### src/rtl/keychain_pkg.sv
// Shared types and constants for the result framing path toward the host.
package keychain_pkg;

  typedef enum logic [2:0] {IDLE, SEND, WAIT_HI, WAIT_LO, DONE} frame_tx_state_t;

  localparam logic [7:0] SOF_BYTE_DEFAULT = 8'hA5;

endpackage

### src/rtl/result_frame_tx_if.sv
// Word hand-off channel into result_frame_tx (valid/ready, word accepted when both high).
interface result_frame_tx_if #(
  parameter int unsigned WIDTH = 16
);
  logic [WIDTH-1:0] word_in;
  logic             word_valid_in;
  logic             word_ready_out;

  modport master (output word_in, output word_valid_in, input word_ready_out);
  modport slave  (input word_in, input word_valid_in, output word_ready_out);
endinterface

### src/rtl/result_frame_tx.sv
// Frames one result word as SOF, data bytes MSB first, XOR checksum, and feeds
// the bytes to uart_transmit through its trigger/busy handshake.
module result_frame_tx
  import keychain_pkg::*;
#(
  parameter int unsigned WIDTH       = 16,
  parameter logic [7:0]  SOF_BYTE    = SOF_BYTE_DEFAULT,
  parameter int unsigned ACK_TIMEOUT = 16
) (
  input  logic               clk_in,
  input  logic               rst_in,
  result_frame_tx_if.slave   word_if,
  output logic [7:0]         tx_byte_out,
  output logic               tx_trigger_out,
  input  logic               tx_busy_in,
  output logic               busy_out,
  output logic               frame_done_out,
  output logic               err_out
);

  localparam int unsigned NBYTES = WIDTH / 8;
  localparam int unsigned IW     = $clog2(NBYTES + 2);
  localparam int unsigned TW     = $clog2(ACK_TIMEOUT + 1);
  localparam int unsigned DEPTH  = 1 << IW;
  localparam logic [IW-1:0] LAST_IDX = IW'(NBYTES + 1);
  localparam logic [TW-1:0] TMO_MAX  = TW'(ACK_TIMEOUT);

  frame_tx_state_t  state;
  logic [WIDTH-1:0] shreg;
  logic [IW-1:0]    idx;
  logic [7:0]       csum;
  logic [TW-1:0]    tmo;
  logic             ready_q;
  logic [7:0]       frame_bytes [DEPTH];
  logic [7:0]       cur_byte;
  logic             is_data;

  assign word_if.word_ready_out = ready_q;

  // Frame laid out as a table indexed directly by idx: SOF, data MSB first, checksum.
  assign frame_bytes[0]        = SOF_BYTE;
  assign frame_bytes[NBYTES+1] = csum;
  for (genvar g = 0; g < NBYTES; g++) begin : g_data
    assign frame_bytes[g+1] = shreg[WIDTH-8*g-1 -: 8];
  end
  for (genvar g = NBYTES + 2; g < DEPTH; g++) begin : g_pad
    assign frame_bytes[g] = '0;
  end

  always_comb begin
    cur_byte = frame_bytes[idx];
    is_data  = (idx != '0) && (idx != LAST_IDX);
  end

  always_ff @(posedge clk_in or negedge rst_in) begin
    if (!rst_in) begin
      state          <= IDLE;
      shreg          <= '0;
      idx            <= '0;
      csum           <= '0;
      tmo            <= '0;
      ready_q        <= 1'b1;
      tx_byte_out    <= '0;
      tx_trigger_out <= 1'b0;
      busy_out       <= 1'b0;
      frame_done_out <= 1'b0;
      err_out        <= 1'b0;
    end else begin
      case (state)
        IDLE: begin
          frame_done_out <= 1'b0;
          if (word_if.word_valid_in && ready_q) begin
            shreg    <= word_if.word_in;
            idx      <= '0;
            csum     <= '0;
            busy_out <= 1'b1;
            err_out  <= 1'b0;
            ready_q  <= 1'b0;
            state    <= SEND;
          end else begin
            ready_q  <= 1'b1;
          end
        end
        SEND: begin
          if (!tx_busy_in) begin
            tx_byte_out    <= cur_byte;
            tx_trigger_out <= 1'b1;
            tmo            <= '0;
            if (is_data) csum <= csum ^ cur_byte;
            state          <= WAIT_HI;
          end
        end
        WAIT_HI: begin
          tx_trigger_out <= 1'b0;
          if (tx_busy_in) begin
            state <= WAIT_LO;
          end else if (tmo == TMO_MAX) begin
            // No acknowledge from the UART: flag it and carry on with the frame.
            err_out <= 1'b1;
            state   <= WAIT_LO;
          end else begin
            tmo <= tmo + 1'b1;
          end
        end
        WAIT_LO: begin
          if (!tx_busy_in) begin
            if (idx == LAST_IDX) begin
              state <= DONE;
            end else begin
              idx   <= idx + 1'b1;
              state <= SEND;
            end
          end
        end
        DONE: begin
          frame_done_out <= 1'b1;
          busy_out       <= 1'b0;
          state          <= IDLE;
        end
        default: state <= IDLE;
      endcase
    end
  end

endmodule

### src/flat_wrapper.sv
// flat-port wrapper written by rule: the top's interface ports become plain ports
module result_frame_tx_flat import keychain_pkg::*;
#(
  parameter int unsigned WIDTH       = 16,
  parameter logic [7:0]  SOF_BYTE    = SOF_BYTE_DEFAULT,
  parameter int unsigned ACK_TIMEOUT = 16
)
  (clk_in, rst_in, tx_byte_out, tx_trigger_out, tx_busy_in, busy_out, frame_done_out, err_out, word_if_word_in, word_if_word_valid_in, word_if_word_ready_out);
  result_frame_tx_if #(.WIDTH(WIDTH)) word_if_i ();
  input  logic clk_in;
  input  logic rst_in;
  output logic [7:0] tx_byte_out;
  output logic tx_trigger_out;
  input  logic tx_busy_in;
  output logic busy_out;
  output logic frame_done_out;
  output logic err_out;
  input wire logic [$bits(word_if_i.word_in)-1:0] word_if_word_in;
  input wire logic [$bits(word_if_i.word_valid_in)-1:0] word_if_word_valid_in;
  output wire logic [$bits(word_if_i.word_ready_out)-1:0] word_if_word_ready_out;
  assign word_if_i.word_in = word_if_word_in;
  assign word_if_i.word_valid_in = word_if_word_valid_in;
  assign word_if_word_ready_out = word_if_i.word_ready_out;
  result_frame_tx #(.WIDTH(WIDTH), .SOF_BYTE(SOF_BYTE), .ACK_TIMEOUT(ACK_TIMEOUT)) u_core (.clk_in(clk_in), .rst_in(rst_in), .word_if(word_if_i), .tx_byte_out(tx_byte_out), .tx_trigger_out(tx_trigger_out), .tx_busy_in(tx_busy_in), .busy_out(busy_out), .frame_done_out(frame_done_out), .err_out(err_out));
endmodule
### config.mk
export PLATFORM = sky130hd
export DESIGN_NAME = result_frame_tx_flat
export DESIGN_NICKNAME = d
export VERILOG_FILES = /design/src/rtl/keychain_pkg.sv /design/src/rtl/result_frame_tx_if.sv /design/src/rtl/result_frame_tx.sv /design/src/flat_wrapper.sv
export SDC_FILE = /design/constraint.sdc
export NUM_CORES = 1
export LEC_CHECK = 0
export ABC_AREA = 1
export BUFFER_PORTS_ARGS = -buffer_cell sky130_fd_sc_hd__buf_4
export CORE_ASPECT_RATIO = 0.7
export CORE_MARGIN = 4
export CORE_UTILIZATION = 57
export DETAILED_ROUTE_END_ITERATION = 6
export PLACE_DENSITY = 0.79
export SETUP_SLACK_MARGIN = 0.1
export SLEW_MARGIN = 20
export SYNTH_ARGS = -nofsm -noshare
export SYNTH_HDL_FRONTEND = slang
export SYNTH_SLANG_ARGS = --single-unit
### constraint.sdc
create_clock -name clk_in -period 2.4 [get_ports clk_in]
set_input_delay 0.48 -clock clk_in [delete_from_list [all_inputs] [get_ports clk_in]]
set_output_delay 0.48 -clock clk_in [all_outputs]
set_load 0.05 [all_outputs]
==> metrics.log, run 1 <==
[metrics] min-delay worst type: input port to asynchronous set/reset pin
[metrics] number of nets in the synthesized netlist: 325
[metrics] deepest level of the CTS H-tree: 2
[metrics] number of rows in the core area: 19
[metrics] cell type contributing the most total cell area after synthesis: sky130_fd_sc_hd__dfrtp_1
[metrics] die outline height: just over 60 um
[metrics] Post-CTS Setup Inserts: 0
[metrics] flip-flop and latch count after synthesis: 47
[metrics] Hold Fails Final Rpt: 0
[metrics] die footprint: between 5000 and 6000 sq um
[metrics] r2r endpoint: u_core.shreg[5]
[metrics] post-synthesis instance total: 302
[metrics] Worst Hold Margin: between 150 and 200 ps
[metrics] area added between synthesis and finish: 14.13%
[metrics] cell area after synthesis: 2374 sq um
[metrics] largest fanout on the critical path: 26
[metrics] total track usage: 19.40%
[metrics] total setup violations reported at the end of the flow: 0
[metrics] kind of capture point of the worst setup path: flip-flop
[metrics] wire length of the first global-routing pass: approximately 8000 um
[metrics] CTS tree: yes
[metrics] total DRC errors in the routed layout: 0
[metrics] register clock-pin slew on the reported worst setup and hold paths: 80 ps
[metrics] final routed wirelength across all metal layers: 4691 um
[metrics] top-level I/O count: 33
[metrics] setup repair after global routing missed its margin: no
[metrics] Vias per Instance: between 4 and 5
[metrics] I/O Buffers: 32
[metrics] TritonCTS buffer count: 5
[metrics] max-slew violation count: 0
[metrics] worst flop-to-flop path startpoint: u_core.state[1]
[metrics] pin count of the biggest net entering global routing: 48
[metrics] violation count after the first detailed-route iteration: between 100 and 150
[metrics] worst slew slack as a fraction of its limit: ~62%
[metrics] origin of the worst setup path: u_core.state[1]
[metrics] count of hold-fix buffers inserted at cts: 0
[metrics] length of the first detailed-routing pass in iterations: 4
[metrics] global route total overflow: 0
[metrics] worst reg2reg path depth: 6
[metrics] Final nets: 358
[metrics] cell chosen for the clock root: sky130_fd_sc_hd__clkbuf_8
[metrics] via count of the first global-routing pass: between 1500 and 2000
[metrics] aggregate negative setup slack: 0 ps
[metrics] crit share post-route: a little under three quarters
[metrics] Achievable Freq: just under 600 MHz
[metrics] Final GP Congestion: between 0.8 and 0.9
[metrics] number of max-capacitance violations reported: 0
[metrics] antenna cells: 0
[metrics] Clock Skew: ~5 ps
[metrics] type of origin of the critical path: flip-flop
[metrics] clock latency on the worst-skew pair: approximately 300 ps
[metrics] share of the yosys chip area belonging to registers: between 40% and 50%
[metrics] initial antenna violation count: 0
[metrics] average wire length per cell after detail routing: between 10 and 15 um
[metrics] Yosys top cell area share: approximately 48%
[metrics] post-synthesis average cell area: between 7 and 8 sq um
[metrics] leading post-synthesis cells by cell area: sky130_fd_sc_hd__dfrtp_1 48%, sky130_fd_sc_hd__nand2_1 20%, sky130_fd_sc_hd__nand3_1 5.5%
[metrics] slew at the pin closest to its max-slew limit: 567.8 ps
[metrics] width of the die: roughly 85 um
[metrics] post_cts resized: 0
[metrics] initial standard-cell utilization of the core: 59.79%
[metrics] distinct cell type count after synthesis: 24
[metrics] leakage dissipation: approximately 1.4 nW
[metrics] Req. time, crit path: roughly 2600 ps
[metrics] post-route antenna net violation count: 0
[metrics] vias after detailed routing: between 1500 and 2000
[metrics] data arrival time of the worst path: 1910 ps
[metrics] post-layout min period: 1719 ps
[metrics] detailed placer's ending HPWL: approximately 3500 um
[metrics] Design Power: 3.449 mW
[metrics] worst setup slack for register-to-register paths: 680 ps
[metrics] IR Drop Worst-Case VDD: between 0.7 and 0.8 mV
[metrics] status: completed
[metrics] Pwr Density: roughly 1300 nW/um^2
[metrics] TritonCTS sink count: 47
[metrics] share of cells above drive strength 1: 18.45%
[metrics] Post-Route Utilization: about 68%
[metrics] maximum buffer depth of the clock tree: 2
[metrics] yosys warns: 0
[metrics] type of the worst setup path: flip-flop to flip-flop
[metrics] area of the placeable core: approximately 4000 sq um
cell usage in the layout (no fill, tap or decap), drive strengths merged, types with 2 or more instances in the layout:
cell and count:
buf 32, clkbuf 7, dfrtp 46, ha 3, inv 31, nand2 132
nand3 28, nand4 6, nor2 18, o21ai 25, xor2 2
cell type report:
cell class,instances,area (sq um)
Multi-Input combinational cell,218,1026
Tap cell,52,65.06
Clock buffer,7,76.32
Sequential cell,47,1177
Fill cell,336,1261
Timing Repair Buffer,32,240.2
Inverter,31,118.9
Clock inverter,1,5.005
cell usage after synthesis:
cell,instances
sky130_fd_sc_hd__o21ai_1,2
sky130_fd_sc_hd__nand3b_1,1
sky130_fd_sc_hd__nand3_2,2
sky130_fd_sc_hd__or2_0,1
sky130_fd_sc_hd__o21ai_2,6
sky130_fd_sc_hd__buf_2,2
sky130_fd_sc_hd__xnor2_1,1
sky130_fd_sc_hd__nand2_2,3
sky130_fd_sc_hd__nand4_1,6
sky130_fd_sc_hd__inv_2,6
sky130_fd_sc_hd__inv_1,24
sky130_fd_sc_hd__buf_4,1
sky130_fd_sc_hd__buf_6,3
sky130_fd_sc_hd__nand3_1,26
sky130_fd_sc_hd__nor2_4,5
sky130_fd_sc_hd__nand2_1,129
sky130_fd_sc_hd__xor2_1,2
sky130_fd_sc_hd__inv_4,1
sky130_fd_sc_hd__dfrtp_1,46
sky130_fd_sc_hd__dfstp_2,1
sky130_fd_sc_hd__o21ai_0,17
sky130_fd_sc_hd__ha_1,3
sky130_fd_sc_hd__nor3_1,1
sky130_fd_sc_hd__nor2_1,13
cell families after synthesis:
family / synth area share, %
AO/OA/AOI/OAI: 6.220
buffers and inverters: 7.170
flip-flops: 49.60
adder cells (fa/ha/maj): 1.582
XOR/XNOR: 1.107
AND/OR/NAND/NOR: 34.32
power by group:
| part | internal [mW] | switching (mW) | leakage [nW] |
|---|---|---|---|
| Clock | 0.205 | 0.245 | 0.0422 |
| Sequential | 1.10 | 0.235 | 0.597 |
| Combinational | 0.520 | 1.15 | 0.771 |
worst max-delay path, stage by stage (launching register included):
cell and delay (ps):
sky130_fd_sc_hd__dfrtp_1 460, sky130_fd_sc_hd__nor2_4 210, sky130_fd_sc_hd__nand2_1 160, sky130_fd_sc_hd__nor2_4 440, sky130_fd_sc_hd__inv_2 180, sky130_fd_sc_hd__nand2_1 110
sky130_fd_sc_hd__nand2_1 50
registers in the layout, summed over array words and instances, names as in the netlist:
signal                         flops
u_core.csum                        8
u_core.tx_byte_out                 8
u_core.tx_trigger_out              1
u_core.state                       3
u_core.busy_out                    1
u_core.frame_done_out              1
u_core.word_if.word_ready_out      1
u_core.idx                         2
u_core.err_out                     1
u_core.tmo                         5
u_core.shreg                      16
per-layer routing:
metal	wire length, um	vias to the layer above	GRT usage [%]	part of all wire (%)
met5	0	-	0	0
met4	41	0	6.095	0.87
met3	344	5	4.480	7.3
met2	1783	60	27.88	38
met1	2522	852	29.22	54
li1	-	1016	-	-
stage by stage:
step	cell area, sq um	cells	setup WS, ps
global placement	2628	380	740.2
CTS	2709	388	685.8
finish	2709	388	681.1
floorplan	2374	302	816.5
detailed placement	2628	380	701.2
global route	2709	388	508.9
how the worst max path moves through the flow:
stage                      endpoint  slack, ps  depth (start not counted)
finish              u_core.shreg[5]        680                          6
detailed placement  u_core.shreg[7]        700                          6
global placement    u_core.shreg[7]        740                          6
floorplan            u_core.csum[2]        820                          8
CTS                 u_core.shreg[7]        690                          6
global route        u_core.shreg[9]        510                          6
Power figures use the tool's default switching activity.
==> run 2: changes to the inputs <==
- clock period: 2.4 -> 1.6 ns (I/O delays scaled with it)
==> run 2 against run 1 <==
  * Power up 60%
  * Global-route usage increased by 1.5 points
  * Core utilization up 2.3 points
  * Hold slack lost 160 ps
  * Sequential cell count is the same
  * Critical path type unchanged
  * Largest cell class unchanged
==> metrics.log, run 2 (synthesis results as in run 1) <==
[metrics] status: completed
[metrics] Pwr Density: 1967 nW/um^2 (+54%)
[metrics] Final GP Congestion: 0.8320 (+0.17%)
[metrics] Achievable Freq: 700.6 MHz (+20%)
[metrics] average wire length per cell after detail routing: 13.10 um (+8.3%)
[metrics] most common library cell in the layout ignoring fill and taps: sky130_fd_sc_hd__nand2_1
[metrics] pin count of the biggest net entering global routing: 48 (unchanged)
[metrics] IR Drop Worst-Case VDD: 1.189 mV (+59%)
[metrics] deepest level of the CTS H-tree: 2 (unchanged)
[metrics] r2r endpoint: u_core.state[1]
[metrics] kind of capture point of the worst setup path: flip-flop
[metrics] Final nets: 363 (+1.4%)
[metrics] count of filler cells inserted in the layout: 317 (-5.7%)
[metrics] post-layout min period: 1427 ps (-291.6 ps)
[metrics] global route total overflow: 0 (unchanged)
[metrics] initial antenna violation count: 0 (unchanged)
[metrics] top-level I/O count: 33 (unchanged)
[metrics] max-slew violation count: 0 (unchanged)
[metrics] TritonCTS buffer count: 5 (unchanged)
[metrics] width of the die: 85.13 um (unchanged)
[metrics] wire length of the first global-routing pass: 8418 um (+5.6%)
[metrics] largest fanout on the critical path: 7 (-73%)
[metrics] crit share post-route: 89.21% (+18 points)
[metrics] Placed Cells: 384 (+1.1%)
[metrics] violation count after the first detailed-route iteration: 142 (unchanged)
[metrics] TritonCTS sink count: 47 (unchanged)
[metrics] data arrival time of the worst path: 1640 ps (-270 ps)
[metrics] Layout Cell Area excl Fill: 2800 sq um (+3.4%)
[metrics] Design Power: 5.507 mW (+60%)
[metrics] vias after detailed routing: 2013 (+4.1%)
[metrics] Finished Layout Cells: 392 (+1.0%)
[metrics] length of the first detailed-routing pass in iterations: 4 (unchanged)
[metrics] leakage dissipation: 1.451 nW (+2.9%)
[metrics] share of cells above drive strength 1: 20.59% (+2.1 points)
[metrics] post-route antenna net violation count: 0 (unchanged)
[metrics] type of the worst setup path: flip-flop to flip-flop
[metrics] total track usage: 20.94% (+1.5 points)
[metrics] register clock-pin slew on the reported worst setup and hold paths: 80 ps (about the same)
[metrics] Top reg by flops: u_core.shreg
[metrics] setup repair after global routing missed its margin: yes
[metrics] placed inst area: 2673 sq um (+1.7%)
[metrics] initial standard-cell utilization of the core: 59.79% (unchanged)
[metrics] min-delay worst type: input port to asynchronous set/reset pin
[metrics] total DRC errors in the routed layout: 0 (unchanged)
[metrics] worst reg2reg path depth: 7 (+1)
[metrics] FF+latch area: 1179 sq um (+0.11%)
[metrics] Post-Route Utilization: 70.53% (+2.3 points)
[metrics] worst setup slack for register-to-register paths: 170 ps (-510 ps)
[metrics] Req. time, crit path: 1820 ps (-770 ps)
[metrics] last element of the critical path: u_core.state[1]
[metrics] aggregate negative setup slack: 0 ps (unchanged)
[metrics] slew at the pin closest to its max-slew limit: 585.9 ps (+18.14 ps)
[metrics] Clock Skew: 6.570 ps (+1.504 ps)
[metrics] number of rows in the core area: 19 (unchanged)
[metrics] cell chosen for the clock root: sky130_fd_sc_hd__clkbuf_8
[metrics] Hold Fails Final Rpt: 0 (unchanged)
[metrics] worst flop-to-flop path startpoint: u_core.state[0]
[metrics] type of origin of the critical path: flip-flop
[metrics] Vias per Instance: 5.135 (+3.1%)
[metrics] total setup violations reported at the end of the flow: 0 (unchanged)
[metrics] antenna cells: 0 (unchanged)
[metrics] worst slew slack as a fraction of its limit: 60.94% (-1.2 points)
[metrics] origin of the worst setup path: u_core.state[0]
[metrics] final routed wirelength across all metal layers: 5134 um (+9.4%)
[metrics] commonest non-fill, non-tap cells in the layout: 127 x sky130_fd_sc_hd__nand2_1, 45 x sky130_fd_sc_hd__dfrtp_1, 35 x sky130_fd_sc_hd__buf_4
[metrics] CTS tree: yes
[metrics] via count of the first global-routing pass: 1826 (+7.6%)
[metrics] area of the placeable core: 3970 sq um (unchanged)
[metrics] largest registers ranked by flip-flop count: u_core.shreg x16, u_core.csum x8, u_core.tx_byte_out x8
[metrics] detailed placer's ending HPWL: 3707 um (+5.9%)
[metrics] number of flip-flops under the largest register name: 16 (unchanged)
[metrics] clock latency on the worst-skew pair: 300 ps (about the same)
[metrics] area used by multi-input combinational logic: 1036 sq um (+0.98%)
[metrics] die footprint: 5277 sq um (unchanged)
[metrics] die outline height: 61.99 um (unchanged)
[metrics] area added between synthesis and finish: 17.98%
[metrics] maximum buffer depth of the clock tree: 2 (unchanged)
[metrics] number of max-capacitance violations reported: 0 (unchanged)
[metrics] I/O Buffers: 32 (unchanged)
run 2: worst min-delay path by stage:
stage	to	slack, ps	startpoint	depth (start not counted)
after global placement	u_core.tmo[1]	360	rst_in	1
final	u_core.csum[5]	20	rst_in	1
after global routing	u_core.csum[5]	50	rst_in	1
after CTS	u_core.tx_byte_out[3]	30	rst_in	1
after detailed placement	u_core.tmo[0]	360	rst_in	1
after floorplan	u_core.busy_out	20	rst_in	0
run 2: final cells by class:
class / count / share of cell area, %
clock buffers: 6 / 2.592
multi-input cells: 218 / 37.00
flip-flops and latches: 47 / 42.09
well taps: 52 / 2.323
clock inverters: 1 / 1.072
inverters: 31 / 4.424
repair buffers: 37 / 10.50
run 2: power breakdown:
part	internal (mW)	total [mW]	leakage, nW	switching (mW)
logic	0.869	2.72	0.804	1.85
clock network	0.458	0.830	0.0513	0.372
registers	1.65	1.96	0.596	0.309
run 2: timing repair:
action                     CTS  global route
resized for setup            2             7
setup endpoints to repair    3             9
hold buffers                 0             0
setup buffers                0             1
pin swaps                    0             4
run 2: stage by stage:
| step | setup WS [ps] | hold WS (ps) |
|---|---|---|
| 3_3_place_gp | 168.8 | 363.9 |
| 6_report | 172.6 | 22.19 |
| 2_1_floorplan | 67.34 | 24.41 |
| 3_5_place_dp | 98.78 | 361.4 |
| 4_1_cts | 130.6 | 25.30 |
| 5_1_grt | 70.26 | 52.90 |
run 2: per-layer routing:
layer	global-route usage, %	wire (um)	vias to the layer above
met4	9.481	91	0
li1	-	-	1028
met3	4.216	366	9
met5	0	0	-
met1	31.79	2567	901
met2	28.87	2109	75
run 2: critical path, cell delays in order, from the launching register on:
cell and delay (ps):
sky130_fd_sc_hd__dfrtp_1 490, sky130_fd_sc_hd__inv_2 140, sky130_fd_sc_hd__nand3_1 160, sky130_fd_sc_hd__inv_2 100, sky130_fd_sc_hd__nand3_2 120, sky130_fd_sc_hd__nand2_1 160
sky130_fd_sc_hd__nor2_1 60, sky130_fd_sc_hd__nor2_1 120
